$ cat src/rtl/bcm_sweep_ctrl.sv
// bcm_sweep_ctrl: built-in self-check sequencer for the bcm 3-in/2-out cell.
// Walks all eight input codes through an embedded bcm, captures {o1,o0} for
// each into a packed truth table, and scores the table against EXPECTED.
module bcm_sweep_ctrl #(
    parameter int unsigned   SETTLE   = 1,         // wait cycles per code, 1..15
    parameter logic [15:0]   EXPECTED = 16'h0E3F   // golden {o1,o0} per code
) (
    input  logic        clk_i,
    input  logic        rst_i,
    input  logic        start_i,
    input  logic        abort_i,
    output logic [2:0]  code_o,
    output logic        busy_o,
    output logic        done_o,
    output logic        pass_o,
    output logic [15:0] table_o,
    output logic [3:0]  mismatch_cnt_o,
    output logic        fail_valid_o,
    output logic [2:0]  first_fail_o
);

    localparam logic [3:0] SettleCnt = 4'(SETTLE);

    typedef enum logic [1:0] {
        StIdle,
        StRun,
        StFin
    } state_e;

    state_e      state_q;
    logic [3:0]  cnt_q;
    logic [2:0]  code_q;
    logic        busy_q;
    logic        done_q;
    logic        pass_q;
    logic [15:0] table_q;
    logic [3:0]  mismatch_cnt_q;
    logic        fail_valid_q;
    logic [2:0]  first_fail_q;

    // Embedded bcm cell, driven straight from the code register.
    logic [1:0]  bcm_out;   // {o1, o0}
    logic [1:0]  exp_slice;
    logic        sample;
    logic        mismatch;
    logic [3:0]  mismatch_cnt_next;

    // bcm cell logic: o1/o0 as a function of {i2,i1,i0}.
    always_comb begin
        bcm_out = 2'b00;
        unique case (code_q)
            3'd0:    bcm_out = 2'b11;
            3'd1:    bcm_out = 2'b11;
            3'd2:    bcm_out = 2'b11;
            3'd3:    bcm_out = 2'b00;
            3'd4:    bcm_out = 2'b10;
            3'd5:    bcm_out = 2'b11;
            3'd6:    bcm_out = 2'b00;
            3'd7:    bcm_out = 2'b00;
            default: bcm_out = 2'b00;
        endcase
    end

    // Sample-edge decode and scoring of the current code against the golden slice.
    always_comb begin
        exp_slice         = EXPECTED[{code_q, 1'b0} +: 2];
        sample            = (cnt_q == SettleCnt);
        mismatch          = (bcm_out != exp_slice);
        // Count including the code being sampled now, so the last code counts toward pass.
        mismatch_cnt_next = mismatch_cnt_q + 4'(mismatch);
    end

    // Sweep FSM with all outputs registered alongside the state.
    always_ff @(posedge clk_i) begin
        if (rst_i) begin
            state_q        <= StIdle;
            cnt_q          <= 4'd0;
            code_q         <= 3'd0;
            busy_q         <= 1'b0;
            done_q         <= 1'b0;
            pass_q         <= 1'b0;
            table_q        <= 16'h0000;
            mismatch_cnt_q <= 4'd0;
            fail_valid_q   <= 1'b0;
            first_fail_q   <= 3'd0;
        end else begin
            case (state_q)
                StIdle: begin
                    done_q <= 1'b0;
                    // abort beats a simultaneous start
                    if (start_i && !abort_i) begin
                        state_q        <= StRun;
                        cnt_q          <= 4'd0;
                        code_q         <= 3'd0;
                        busy_q         <= 1'b1;
                        pass_q         <= 1'b0;
                        table_q        <= 16'h0000;
                        mismatch_cnt_q <= 4'd0;
                        fail_valid_q   <= 1'b0;
                        first_fail_q   <= 3'd0;
                    end
                end

                StRun: begin
                    if (abort_i) begin
                        // Partial results stay visible; only the run itself is cancelled.
                        state_q <= StIdle;
                        busy_q  <= 1'b0;
                        pass_q  <= 1'b0;
                        cnt_q   <= 4'd0;
                        code_q  <= 3'd0;
                    end else if (sample) begin
                        table_q[{code_q, 1'b0} +: 2] <= bcm_out;
                        if (mismatch) begin
                            mismatch_cnt_q <= mismatch_cnt_next;
                            if (!fail_valid_q) begin
                                fail_valid_q <= 1'b1;
                                first_fail_q <= code_q;
                            end
                        end
                        cnt_q <= 4'd0;
                        if (code_q == 3'd7) begin
                            state_q <= StFin;
                            code_q  <= 3'd0;
                            busy_q  <= 1'b0;
                            done_q  <= 1'b1;
                            pass_q  <= (mismatch_cnt_next == 4'd0);
                        end else begin
                            code_q <= code_q + 3'd1;
                        end
                    end else begin
                        cnt_q <= cnt_q + 4'd1;
                    end
                end

                StFin: begin
                    // Single-cycle done pulse; start/abort deliberately ignored here.
                    state_q <= StIdle;
                    done_q  <= 1'b0;
                end

                default: begin
                    state_q <= StIdle;
                    busy_q  <= 1'b0;
                    done_q  <= 1'b0;
                end
            endcase
        end
    end

    // Output mapping.
    always_comb begin
        code_o         = code_q;
        busy_o         = busy_q;
        done_o         = done_q;
        pass_o         = pass_q;
        table_o        = table_q;
        mismatch_cnt_o = mismatch_cnt_q;
        fail_valid_o   = fail_valid_q;
        first_fail_o   = first_fail_q;
    end

endmodule

$ cat config.mk
export PLATFORM = sky130hd
export DESIGN_NAME = bcm_sweep_ctrl
export DESIGN_NICKNAME = d
export VERILOG_FILES = /design/src/rtl/bcm_sweep_ctrl.sv
export SDC_FILE = /design/constraint.sdc
export NUM_CORES = 1
export LEC_CHECK = 0
export ABC_AREA = 1
export CAP_MARGIN = 30
export CORE_ASPECT_RATIO = 1.1
export CORE_UTILIZATION = 56
export DETAILED_ROUTE_END_ITERATION = 10
export PLACE_DENSITY_LB_ADDON = 0.08
export SLEW_MARGIN = 20
export SYNTH_ARGS = -nofsm -noshare
export SYNTH_HDL_FRONTEND = slang
export SYNTH_SLANG_ARGS = --single-unit
$ cat constraint.sdc
create_clock -name clk_i -period 4 [get_ports clk_i]
set_input_delay 0.8 -clock clk_i [delete_from_list [all_inputs] [get_ports clk_i]]
set_output_delay 0.8 -clock clk_i [all_outputs]
set_load 0.005 [all_outputs]
==> results of run 1 <==
-- final cells by class --
type,instances,area [µm²]
Multi-Input combinational cell,188,957.2
Fill cell,268,855.8
Sequential cell,38,760.7
Timing Repair Buffer,34,337.8
Inverter,34,127.6
Clock buffer,7,45.04
Tap cell,34,42.54
-- cell usage after synthesis (2+ instances only) --
cell and n:
inv_2 6, nand4_1 10, dfxtp_1 38, buf_2 2
o21ai_2 2, inv_1 26, clkinv_1 2, o21ai_0 3
nand3_1 20, nor2_2 2, nor3_1 4, nor2_1 14
o21ai_1 9, xnor2_1 2, ha_1 8, nand2_2 2
clkbuf_1 4, nand2_1 76, a21oi_1 27
-- cell families (layout without fill, tap and decap cells) --
family | Yosys count | in the layout | share of synthesized area, %
and+or+nand+nor | 132 | 132 | 30.85
buffers and inverters | 41 | 75 | 8.527
xor gates and xnor gates | 3 | 3 | 1.399
adders and majority gates | 8 | 8 | 5.330
DFF | 38 | 38 | 40.51
AOI/OAI and AO/OA | 45 | 45 | 13.39
-- state kept, by name, summed over array words and instances (netlist names) --
name / cells
busy_o: 1
done_o: 1
mismatch_cnt_o: 4
state_q: 2
fail_valid_o: 1
code_o: 3
cnt_q: 4
pass_o: 1
first_fail_o: 3
table_o: 16
bcm_out: 2
-- critical path, delay by kind of cell, from the launching register on --
kind	cells	cell delay, ns
flops	1	0.53
compound gates	1	0.23
fa+ha+maj	3	0.82
simple gates	6	0.64
buf+inv	1	0.06
-- power groups by stage --
stage	clock (mW)	sequential, mW	combinational, mW
after floorplan	0	0.408	0.120
after CTS	0.184	0.402	0.157
final	0.180	0.402	0.158
after global routing	0.202	0.404	0.180
after detailed placement	0	0.410	0.156
after global placement	0	0.411	0.154
-- metrics by stage --
stage | cells | setup WS (ns) | instance area [µm²] | total power, mW | util (%)
global route | 335 | 1.444 | 2271 | 0.7860 | 72.63
floorplan | 267 | 1.929 | 1878 | 0.5280 | -
global placement | 328 | 1.522 | 2226 | 0.5643 | 71.19
detailed placement | 328 | 1.472 | 2226 | 0.5664 | 71.19
CTS | 335 | 1.649 | 2271 | 0.7428 | 72.63
finish | 335 | 1.646 | 2271 | 0.7398 | 72.63
-- metal layers --
metal	routed length (µm)	vias to the layer above	global-route usage, %
li1	-	941	-
met1	1896	797	31.34
met2	1738	43	38.97
met3	190	8	3.934
met4	65	0	10.67
met5	0	-	0
-- worst paths after layout --
| check | end | startpoint | cells after the start |
|---|---|---|---|
| worst max-delay path | pass_o$_SDFFE_PP0P_ | code_o[0]$_SDFFE_PP0N_ | 11 |
| worst min-delay path | table_o[8]$_SDFFE_PP0P_ | table_o[8]$_SDFFE_PP0P_ | 2 |
| worst max register to register | pass_o$_SDFFE_PP0P_ | code_o[0]$_SDFFE_PP0N_ | 11 |
| worst min register to register | table_o[8]$_SDFFE_PP0P_ | table_o[8]$_SDFFE_PP0P_ | 2 |
==> qor.yml, run 1 <==
logic_synthesis:
  netlist_area_um2: 1878
  synth_fp_nets: 279
  async_reset_ff_share_pct: 0
  netlist_instances: 267
  yosys_warnings: 0
  synth_edf_count: 0
  ys_types: 29
  synth_ff_type: "dfxtp_1"
  yosysTopAreaCell: "dfxtp_1"
  synthTopCellsByArea: "dfxtp_1 41%, nand2_1 15%, a21oi_1 7.2%"
  avgSynthCellArea_um2: 7.034
  ys_ff_latch: 38
  synth_top_area_share_pct: 40.51
  yosysSeqAreaShare_pct: 40.51
timing:
  finalSetupViolations: 0
  finalCritPeriodShare_pct: 58.86
  tightest_slew_ns: 0.4637
  final.setup.tns_ns: 0
  hold_slack_ns: 0.4667
  fin_skew_ns: 0.008225
  fin_crit_ns: 2.354
  hold_viol_final: 0
  clock.fmax_mhz: 424.7
  relSlewSlack_pct: 68.99
  finalMaxSlewViolations: 0
  rsz0062_at_grt: "no"
run:
  drv_cap: 0
routing:
  drt-pass1-iter-count: 7
  vias: 1789
  ant_nets: 0
  wl_per_cell_um: 11.61
  drt_iter0_drc: 91
  remaining_drc_errors: 2
  wl_um: 3891
  routed_via_density: 5.340
finish:
  area_growth_pct: 20.92
  diodes: 0
  layout.nets: 313
  final_cell_mix: "76 x nand2_1, 38 x dfxtp_1, 33 x clkdlybuf4s50_1"
  final_common_cell: "nand2_1"
  drive_above_1_share_pct: 7.309
die:
  start_util_pct: 60.06
  io_pins: 34
  core.rowCount: 21
  die_w_um: 57.22
  die_h_um: 62.74
  fp.coreArea_um2: 3127
  die_area_um2: 3589
critical_path:
  path_cells: "ha_1 > nand2_1 > nand3_1 > nand2_1 > inv_1 > nand2_1 > ha_1 > ha_1 > nor3_1 > nand3_1 > o31ai_1"
  max_stage_delay_ns: 0.53
  required_ns: 4.26
  arrival_ns: 2.61
  path_max_fanout: 8
  r2r_slack_ns: 1.65
  cp-end-kind: "register"
  cpMaxStageDelayCell: "dfxtp_1"
  path_class: "register to register"
  critPathLaunchType: "register"
cts:
  cts_setup_buffers: 0
  cts_made_buffers: 5
  postCtsHoldBufs: 0
  htreeDepth: 2
  cts_tree: "done"
  clk_path_buf_depth: 2
  clk_latency_ns: 0.34
  cts-root-buf: "clkbuf_4"
  post_cts_resize_count: 0
  cts.clk_slew.worst_paths_ns: 0.11
  clock-sinks: 38
pwr:
  pwr-share-seq_pct: 54.3
  max-vdd-ir-drop_uv: 194.0
  power_frac_clock_pct: 24.3
  intPower_mw: 0.5080
  switching_power_mw: 0.2318
  power_density_nw_per_um2: 325.8
  p_leak_nw: 0.9121
  swShare_pct: 31.33
  combPwrFrac_pct: 21.4
grt:
  grt_max_degree: 20
  grt_antenna_before_repair: 0
  track_usage_pct: 24.11
  grt_pass1_wl_um: 6810
  grt_overflow_total: 0
  grt_pass1_vias: 1565
run_status:
  outcome: "finished, violations left"
  violations: "design-rule violations"
placement:
  gp_congestion: 0.8802
  hpwl_um: 2915
  port_buffers: 33
min_path:
  min_path_type: "register to register"
(Power assumes the default switching activity.)
==> run 2, diff against run 1 <==
--- a/config.mk
+++ b/config.mk
@@ -8,7 +8,7 @@
 export ABC_AREA = 1
 export CAP_MARGIN = 30
 export CORE_ASPECT_RATIO = 1.1
-export CORE_UTILIZATION = 56
+export CORE_UTILIZATION = 52
 export DETAILED_ROUTE_END_ITERATION = 10
 export PLACE_DENSITY_LB_ADDON = 0.08
 export SLEW_MARGIN = 20
==> constraint.sdc (replaced) <==
create_clock -name clk_i -period 2.41 [get_ports clk_i]
set_input_delay 0.482 -clock clk_i [delete_from_list [all_inputs] [get_ports clk_i]]
set_output_delay 0.482 -clock clk_i [all_outputs]
set_load 0.005 [all_outputs]
==> run 2 against run 1 <==
  * The run now ends clean
  * Via count increased by 0.61%
  * Sequential share of layout area is 1.3 points lower
  * Maximum frequency grew 13%
  * Global-route usage shrank 1.2 points
  * Combinational power is 80% higher
  * Non-clock buffer count is 3 higher
  * Worst hold slack better by 0.0018 ns
  * Critical path type unchanged
  * Highest routed layer unchanged
==> qor.yml, run 2 (synthesis results as in run 1) <==
cts:
  cts_setup_buffers: 0  # unchanged
  post_cts_resize_count: 0  # unchanged
  cts.clk_slew.worst_paths_ns: 0.11  # about the same
  cts-root-buf: "clkbuf_4"
  htreeDepth: 2  # unchanged
  cts_tree: "done"
  clk_latency_ns: 0.34  # about the same
  cts_made_buffers: 5  # unchanged
  clock-sinks: 38  # unchanged
  clk_path_buf_depth: 2  # unchanged
  postCtsHoldBufs: 0  # unchanged
critical_path:
  path_depth: 11  # unchanged
  r2r_cells: 11  # unchanged
  path_max_fanout: 8  # unchanged
  path_delay_family: "adder cells"
  required_ns: 2.68  # -1.58 ns
  r2r-start: "code_o[0]$_SDFFE_PP0N_"
  path_cells: "ha_1 > nand2_1 > nand3_1 > nand2_1 > inv_1 > nand2_2 > ha_1 > ha_1 > nor3_1 > nand3_1 > o31ai_1"
  critPathLaunchType: "register"
  r2r_slack_ns: 0.33  # -1.32 ns
  cpMaxStageDelayCell: "dfxtp_1"
  max_stage_delay_ns: 0.44  # -0.09 ns
  path_buf_inv: 1  # unchanged
  arrival_ns: 2.35  # -0.26 ns
  timing.rr.end: "pass_o$_SDFFE_PP0P_"
  path_class: "register to register"
  cp-end-kind: "register"
  crit_top_cell: "ha_1"
timing:
  tightest_slew_ns: 0.4104  # -0.05332 ns
  relSlewSlack_pct: 72.64  # +3.7 points
  fin_crit_ns: 2.079  # -0.2750 ns
  finalCritPeriodShare_pct: 86.29  # +27 points
  finalMaxSlewViolations: 0  # unchanged
  fin_skew_ns: 0.01270  # +0.004475 ns
  rsz0062_at_grt: "no"
  hold_viol_final: 0  # unchanged
  clock.fmax_mhz: 480.9  # +13%
  fin_ws_ns: 0.3305  # -1.315 ns
  final.setup.tns_ns: 0  # unchanged
  finalSetupViolations: 0  # unchanged
finish:
  final_area_um2: 2364  # +4.1%
  drive_above_1_share_pct: 9.539  # +2.2 points
  largest_reg_flops: 16  # unchanged
  area_growth_pct: 25.85
  post-route-util_pct: 69.81  # -2.8 points
  diodes: 0  # unchanged
  layout.nets: 316  # +0.96%
  final_cell_mix: "75 x nand2_1, 37 x dfxtp_1, 33 x clkdlybuf4s50_1"
  final_common_cell: "nand2_1"
die:
  fp.coreArea_um2: 3386  # +8.3%
  die_area_um2: 3856  # +7.4%
  die_w_um: 59.30  # +3.6%
  core.rowCount: 22  # +4.8%
  start_util_pct: 55.47  # -4.6 points
  io_pins: 34  # unchanged
  die_h_um: 65.03  # +3.7%
grt:
  grt_antenna_before_repair: 0  # unchanged
  grt_overflow_total: 0  # unchanged
  track_usage_pct: 22.96  # -1.2 points
  grt_pass1_wl_um: 6762  # -0.70%
  grt_max_degree: 19  # -5.0%
  grt_pass1_vias: 1597  # +2.0%
routing:
  remaining_drc_errors: 0  # -2
  drt-pass1-iter-count: 4  # -3
  vias: 1800  # +0.61%
  wl_um: 3931  # +1.0%
  ant_nets: 0  # unchanged
  drt_iter0_drc: 87  # -4.4%
  routed_via_density: 5.114  # -4.2%
  wl_per_cell_um: 11.17  # -3.9%
placement:
  port_buffers: 33  # unchanged
  gp_congestion: 0.8761  # -0.47%
  dpl_worst_slack_ns: 0.2309  # -1.241 ns
  dpl-instance-area_um2: 2278  # +2.4%
  hpwl_um: 2874  # -1.4%
pwr:
  p_leak_nw: 0.9504  # +4.2%
  power_density_nw_per_um2: 589.5  # +81%
  max-vdd-ir-drop_uv: 444.7  # +130%
min_path:
  holdPathEnd: "table_o[7]$_SDFFE_PP0P_"
  min_path_cells: 2  # unchanged
  min_path_type: "register to register"
  hold_path.startpoint: "table_o[7]$_SDFFE_PP0P_"
run:
  drv_cap: 0  # unchanged
run_status:
  outcome: "complete, no violations"
[run 2: changes by cell type in the layout (fill, tap and decap cells not counted), sizes merged]
| cell | before | now |
|---|---|---|
| buf | 1 | 4 |
| bufinv | 0 | 1 |
| clkbuf | 7 | 6 |
[run 2: area by class of cell]
cell class	count	area (µm²)
well taps	48	60.06
inverters	34	127.6
flip-flops and latches	38	762.0
clock inverters	1	30.03
multi-input cells	188	959.7
repair buffers	37	372.9
fillers	296	1022
clock buffers	6	51.30
[run 2: worst max path at each step]
stage	start	endpoint
3_5_place_dp	code_o[1]$_SDFFE_PP0N_	pass_o$_SDFFE_PP0P_
6_report	code_o[0]$_SDFFE_PP0N_	pass_o$_SDFFE_PP0P_
4_1_cts	code_o[1]$_SDFFE_PP0N_	pass_o$_SDFFE_PP0P_
5_1_grt	code_o[0]$_SDFFE_PP0N_	pass_o$_SDFFE_PP0P_
3_3_place_gp	code_o[1]$_SDFFE_PP0N_	pass_o$_SDFFE_PP0P_
2_1_floorplan	code_o[0]$_SDFFE_PP0N_	pass_o$_SDFFE_PP0P_
[run 2: power breakdown]
| group | total (mW) | leakage, nW | switching (mW) | internal (mW) |
|---|---|---|---|---|
| Sequential | 0.665 | 0.308 | 0.0205 | 0.645 |
| Combinational | 0.284 | 0.598 | 0.182 | 0.102 |
| Clock | 0.444 | 0.0443 | 0.202 | 0.242 |
| Total | 1.39 | 0.950 | 0.405 | 0.989 |
[run 2: worst reg2reg max path: stages, from the launching register on]
cell	delay, ns
dfxtp_1	0.44
ha_1	0.22
nand2_1	0.06
nand3_1	0.06
nand2_1	0.05
inv_1	0.07
nand2_2	0.10
ha_1	0.22
ha_1	0.29
nor3_1	0.18
nand3_1	0.09
o31ai_1	0.21
[run 2: metal layers]
metal / vias up / track usage [%] / wire (µm)
li1: 945 / - / -
met1: 806 / 30.00 / 1937
met2: 41 / 34.41 / 1714
met3: 8 / 6.587 / 186
met4: 0 / 10.42 / 93
met5: - / 0 / 0
[run 2: through the flow]
stage	power [mW]	hold WS [ns]	cells
floorplan	0.8764	0.4547	267
global placement	0.9522	0.4480	345
detailed placement	0.9567	0.4547	345
CTS	1.398	0.4721	352
global route	1.472	0.4868	352
finish	1.393	0.4685	352
==> run 3, diff against run 2 <==
--- a/config.mk
+++ b/config.mk
@@ -8,6 +8,7 @@
 export ABC_AREA = 1
 export CAP_MARGIN = 30
 export CORE_ASPECT_RATIO = 1.1
+export CORE_MARGIN = 3
 export CORE_UTILIZATION = 52
 export DETAILED_ROUTE_END_ITERATION = 10
 export PLACE_DENSITY_LB_ADDON = 0.08
==> run 3 against run 2 <==
  * Routed wire length grew 6.4%
  * Via count grew 1.3%
  * First-iteration DRC count grew 59%
  * Sequential share of layout area shrank 0.34 points
  * Final area grew 0.90%
  * Worst hold slack lost 0.00078 ns
  * Non-clock buffer count is the same
  * Maximum frequency shrank 2.6%
  * Die area grew 13%
  * Combinational power grew 2%
  * Critical path depth is the same
  * Critical path type unchanged
  * Sequential power is essentially flat
==> qor.yml, run 3 (synthesis results as in run 1) <==
cts:
  clk_latency_ns: 0.35  # about the same
  clock-sinks: 38  # unchanged
  postCtsHoldBufs: 0  # unchanged
  cts_made_buffers: 5  # unchanged
  post_cts_resize_count: 0  # unchanged
  htreeDepth: 2  # unchanged
  clk_path_buf_depth: 2  # unchanged
  cts.clk_slew.worst_paths_ns: 0.12  # about the same
  cts_tree: "done"
  cts_setup_buffers: 0  # unchanged
  cts-root-buf: "clkbuf_4"
pwr:
  p_total_mw: 1.503  # +7.9%
  combPwrFrac_pct: 19.2  # -1.2 points
  intPower_mw: 1.074  # +8.7%
  switching_power_mw: 0.4285  # +5.9%
  swShare_pct: 28.51  # -0.53 points
  power_density_nw_per_um2: 630.2  # +6.9%
  max-vdd-ir-drop_uv: 425.6  # -4.3%
  power_frac_clock_pct: 36.5  # +4.7 points
  pwr-share-seq_pct: 44.3  # -3.5 points
  p_leak_nw: 0.9607  # +1.1%
grt:
  grt_max_degree: 19  # unchanged
  gr-usage-met2_pct: 34.11  # -0.30 points
  track_usage_pct: 20.37  # -2.6 points
  grt_antenna_before_repair: 0  # unchanged
  grt_pass1_vias: 1705  # +6.8%
  grt-busiest-layer: "met2"
  use_met3_pct: 5.537  # -1.0 points
  grt_pass1_wl_um: 7307  # +8.1%
  grt_overflow_total: 0  # unchanged
  use_met1_pct: 25.23  # -4.8 points
routing:
  ant_nets: 0  # unchanged
  drt_iter0_drc: 138  # +59%
  remaining_drc_errors: 0  # unchanged
  routed_via_density: 5.164  # +0.99%
  wl_um: 4182  # +6.4%
  vias: 1823  # +1.3%
  wl_per_cell_um: 11.85  # +6.1%
  drt-pass1-iter-count: 4  # unchanged
timing:
  fin_skew_ns: 0.01086  # -0.001837 ns
  hold_viol_final: 0  # unchanged
  clock.fmax_mhz: 468.6  # -2.6%
  final.setup.tns_ns: 0  # unchanged
  finalMaxSlewViolations: 0  # unchanged
  fin_crit_ns: 2.134  # +0.05448 ns
  rsz0062_at_grt: "no"
  finalCritPeriodShare_pct: 88.55  # +2.3 points
  finalSetupViolations: 0  # unchanged
  tightest_slew_ns: 0.3877  # -0.02271 ns
  relSlewSlack_pct: 74.16  # +1.5 points
finish:
  drive_above_1_share_pct: 9.180  # -0.36 points
  final_common_cell: "nand2_1"
  area_growth_pct: 26.98
  largest_reg_flops: 16  # unchanged
  layout.nets: 316  # unchanged
  final_cell_mix: "76 x nand2_1, 38 x dfxtp_1, 33 x clkdlybuf4s50_1"
  diodes: 0  # unchanged
critical_path:
  r2r-start: "code_o[0]$_SDFFE_PP0N_"
  crit_start: "code_o[0]$_SDFFE_PP0N_"
  required_ns: 2.68  # about the same
  cp-end-kind: "register"
  arrival_ns: 2.41  # +0.06 ns
  path_max_fanout: 8  # unchanged
  r2r_slack_ns: 0.28  # -0.05 ns
  cp-endpoint: "pass_o$_SDFFE_PP0P_"
  path_class: "register to register"
  critPathLaunchType: "register"
  timing.rr.end: "pass_o$_SDFFE_PP0P_"
  r2r_cells: 11  # unchanged
die:
  core.rowCount: 22  # unchanged
  die_w_um: 63.30  # +6.7%
  die_h_um: 69.03  # +6.2%
  io_pins: 34  # unchanged
  fp.coreArea_um2: 3413  # +0.81%
  die_area_um2: 4370  # +13%
  start_util_pct: 55.02  # -0.45 points
placement:
  gp_congestion: 0.8295  # -5.3%
  port_buffers: 33  # unchanged
  hpwl_um: 3032  # +5.5%
run_status:
  outcome: "complete, no violations"
min_path:
  hold_path.startpoint: "table_o[15]$_SDFFE_PP0P_"
  min_path_type: "register to register"
run:
  drv_cap: 0  # unchanged
[run 3: cell count changes in the layout (fill, tap and decap cells not counted), sizes merged]
cell    before  now
bufinv       1    2
clkinv       2    3
clkbuf       6    5
[run 3: metal layers]
| layer | up-vias | share of wire [%] |
|---|---|---|
| met4 | 0 | 1.1 |
| met3 | 6 | 6.0 |
| li1 | 952 | - |
| met2 | 54 | 47 |
| met5 | - | 0 |
| met1 | 811 | 46 |
[run 3: cell type report]
| class | count | area (µm²) |
|---|---|---|
| clock inverter | 3 | 68.82 |
| clock buffer | 5 | 37.54 |
| fill | 309 | 1028 |
| inverter | 34 | 127.6 |
| multi-input combinational | 188 | 957.2 |
| timing repair buffer | 37 | 372.9 |
| tap | 48 | 60.06 |
| sequential | 38 | 760.7 |
[run 3: worst min path at each step]
stage                              endpoint  slack (ns)  cells past startpoint
6_report           table_o[15]$_SDFFE_PP0P_        0.47                      2
3_3_place_gp   first_fail_o[2]$_SDFFE_PP0P_        0.45                      2
2_1_floorplan           done_o$_SDFFE_PP0P_        0.45                      2
3_5_place_dp       table_o[15]$_SDFFE_PP0P_        0.45                      2
4_1_cts            table_o[15]$_SDFFE_PP0P_        0.47                      2
5_1_grt            table_o[15]$_SDFFE_PP0P_        0.49                      2
[run 3: power groups by stage]
stage	combinational, mW	clock [mW]	sequential [mW]
after CTS	0.289	0.558	0.667
after detailed placement	0.284	0	0.681
after global placement	0.281	0	0.680
final	0.289	0.548	0.666
after global routing	0.327	0.588	0.670
after floorplan	0.200	0	0.676
[run 3: worst max-delay path: stages (launching register included)]
cell     delay (ns)
dfxtp_1        0.51
ha_1           0.24
nand2_1        0.07
nand3_1        0.07
nand2_1        0.05
inv_1          0.06
nand2_1        0.07
ha_1           0.20
ha_1           0.29
nor3_1         0.20
nand3_1        0.09
o31ai_1        0.22
[run 3: stage by stage]
| step | cell area [µm²] | hold slack (ns) | std cells | util, % | worst slack (ns) |
|---|---|---|---|---|---|
| after CTS | 2385 | 0.4708 | 353 | 69.87 | 0.2521 |
| after global placement | 2278 | 0.4481 | 345 | 66.75 | 0.3841 |
| final | 2385 | 0.4677 | 353 | 69.87 | 0.2760 |
| after floorplan | 1878 | 0.4547 | 267 | - | 0.3388 |
| after global routing | 2385 | 0.4880 | 353 | 69.87 | 0.06242 |
| after detailed placement | 2278 | 0.4528 | 345 | 66.75 | 0.3037 |
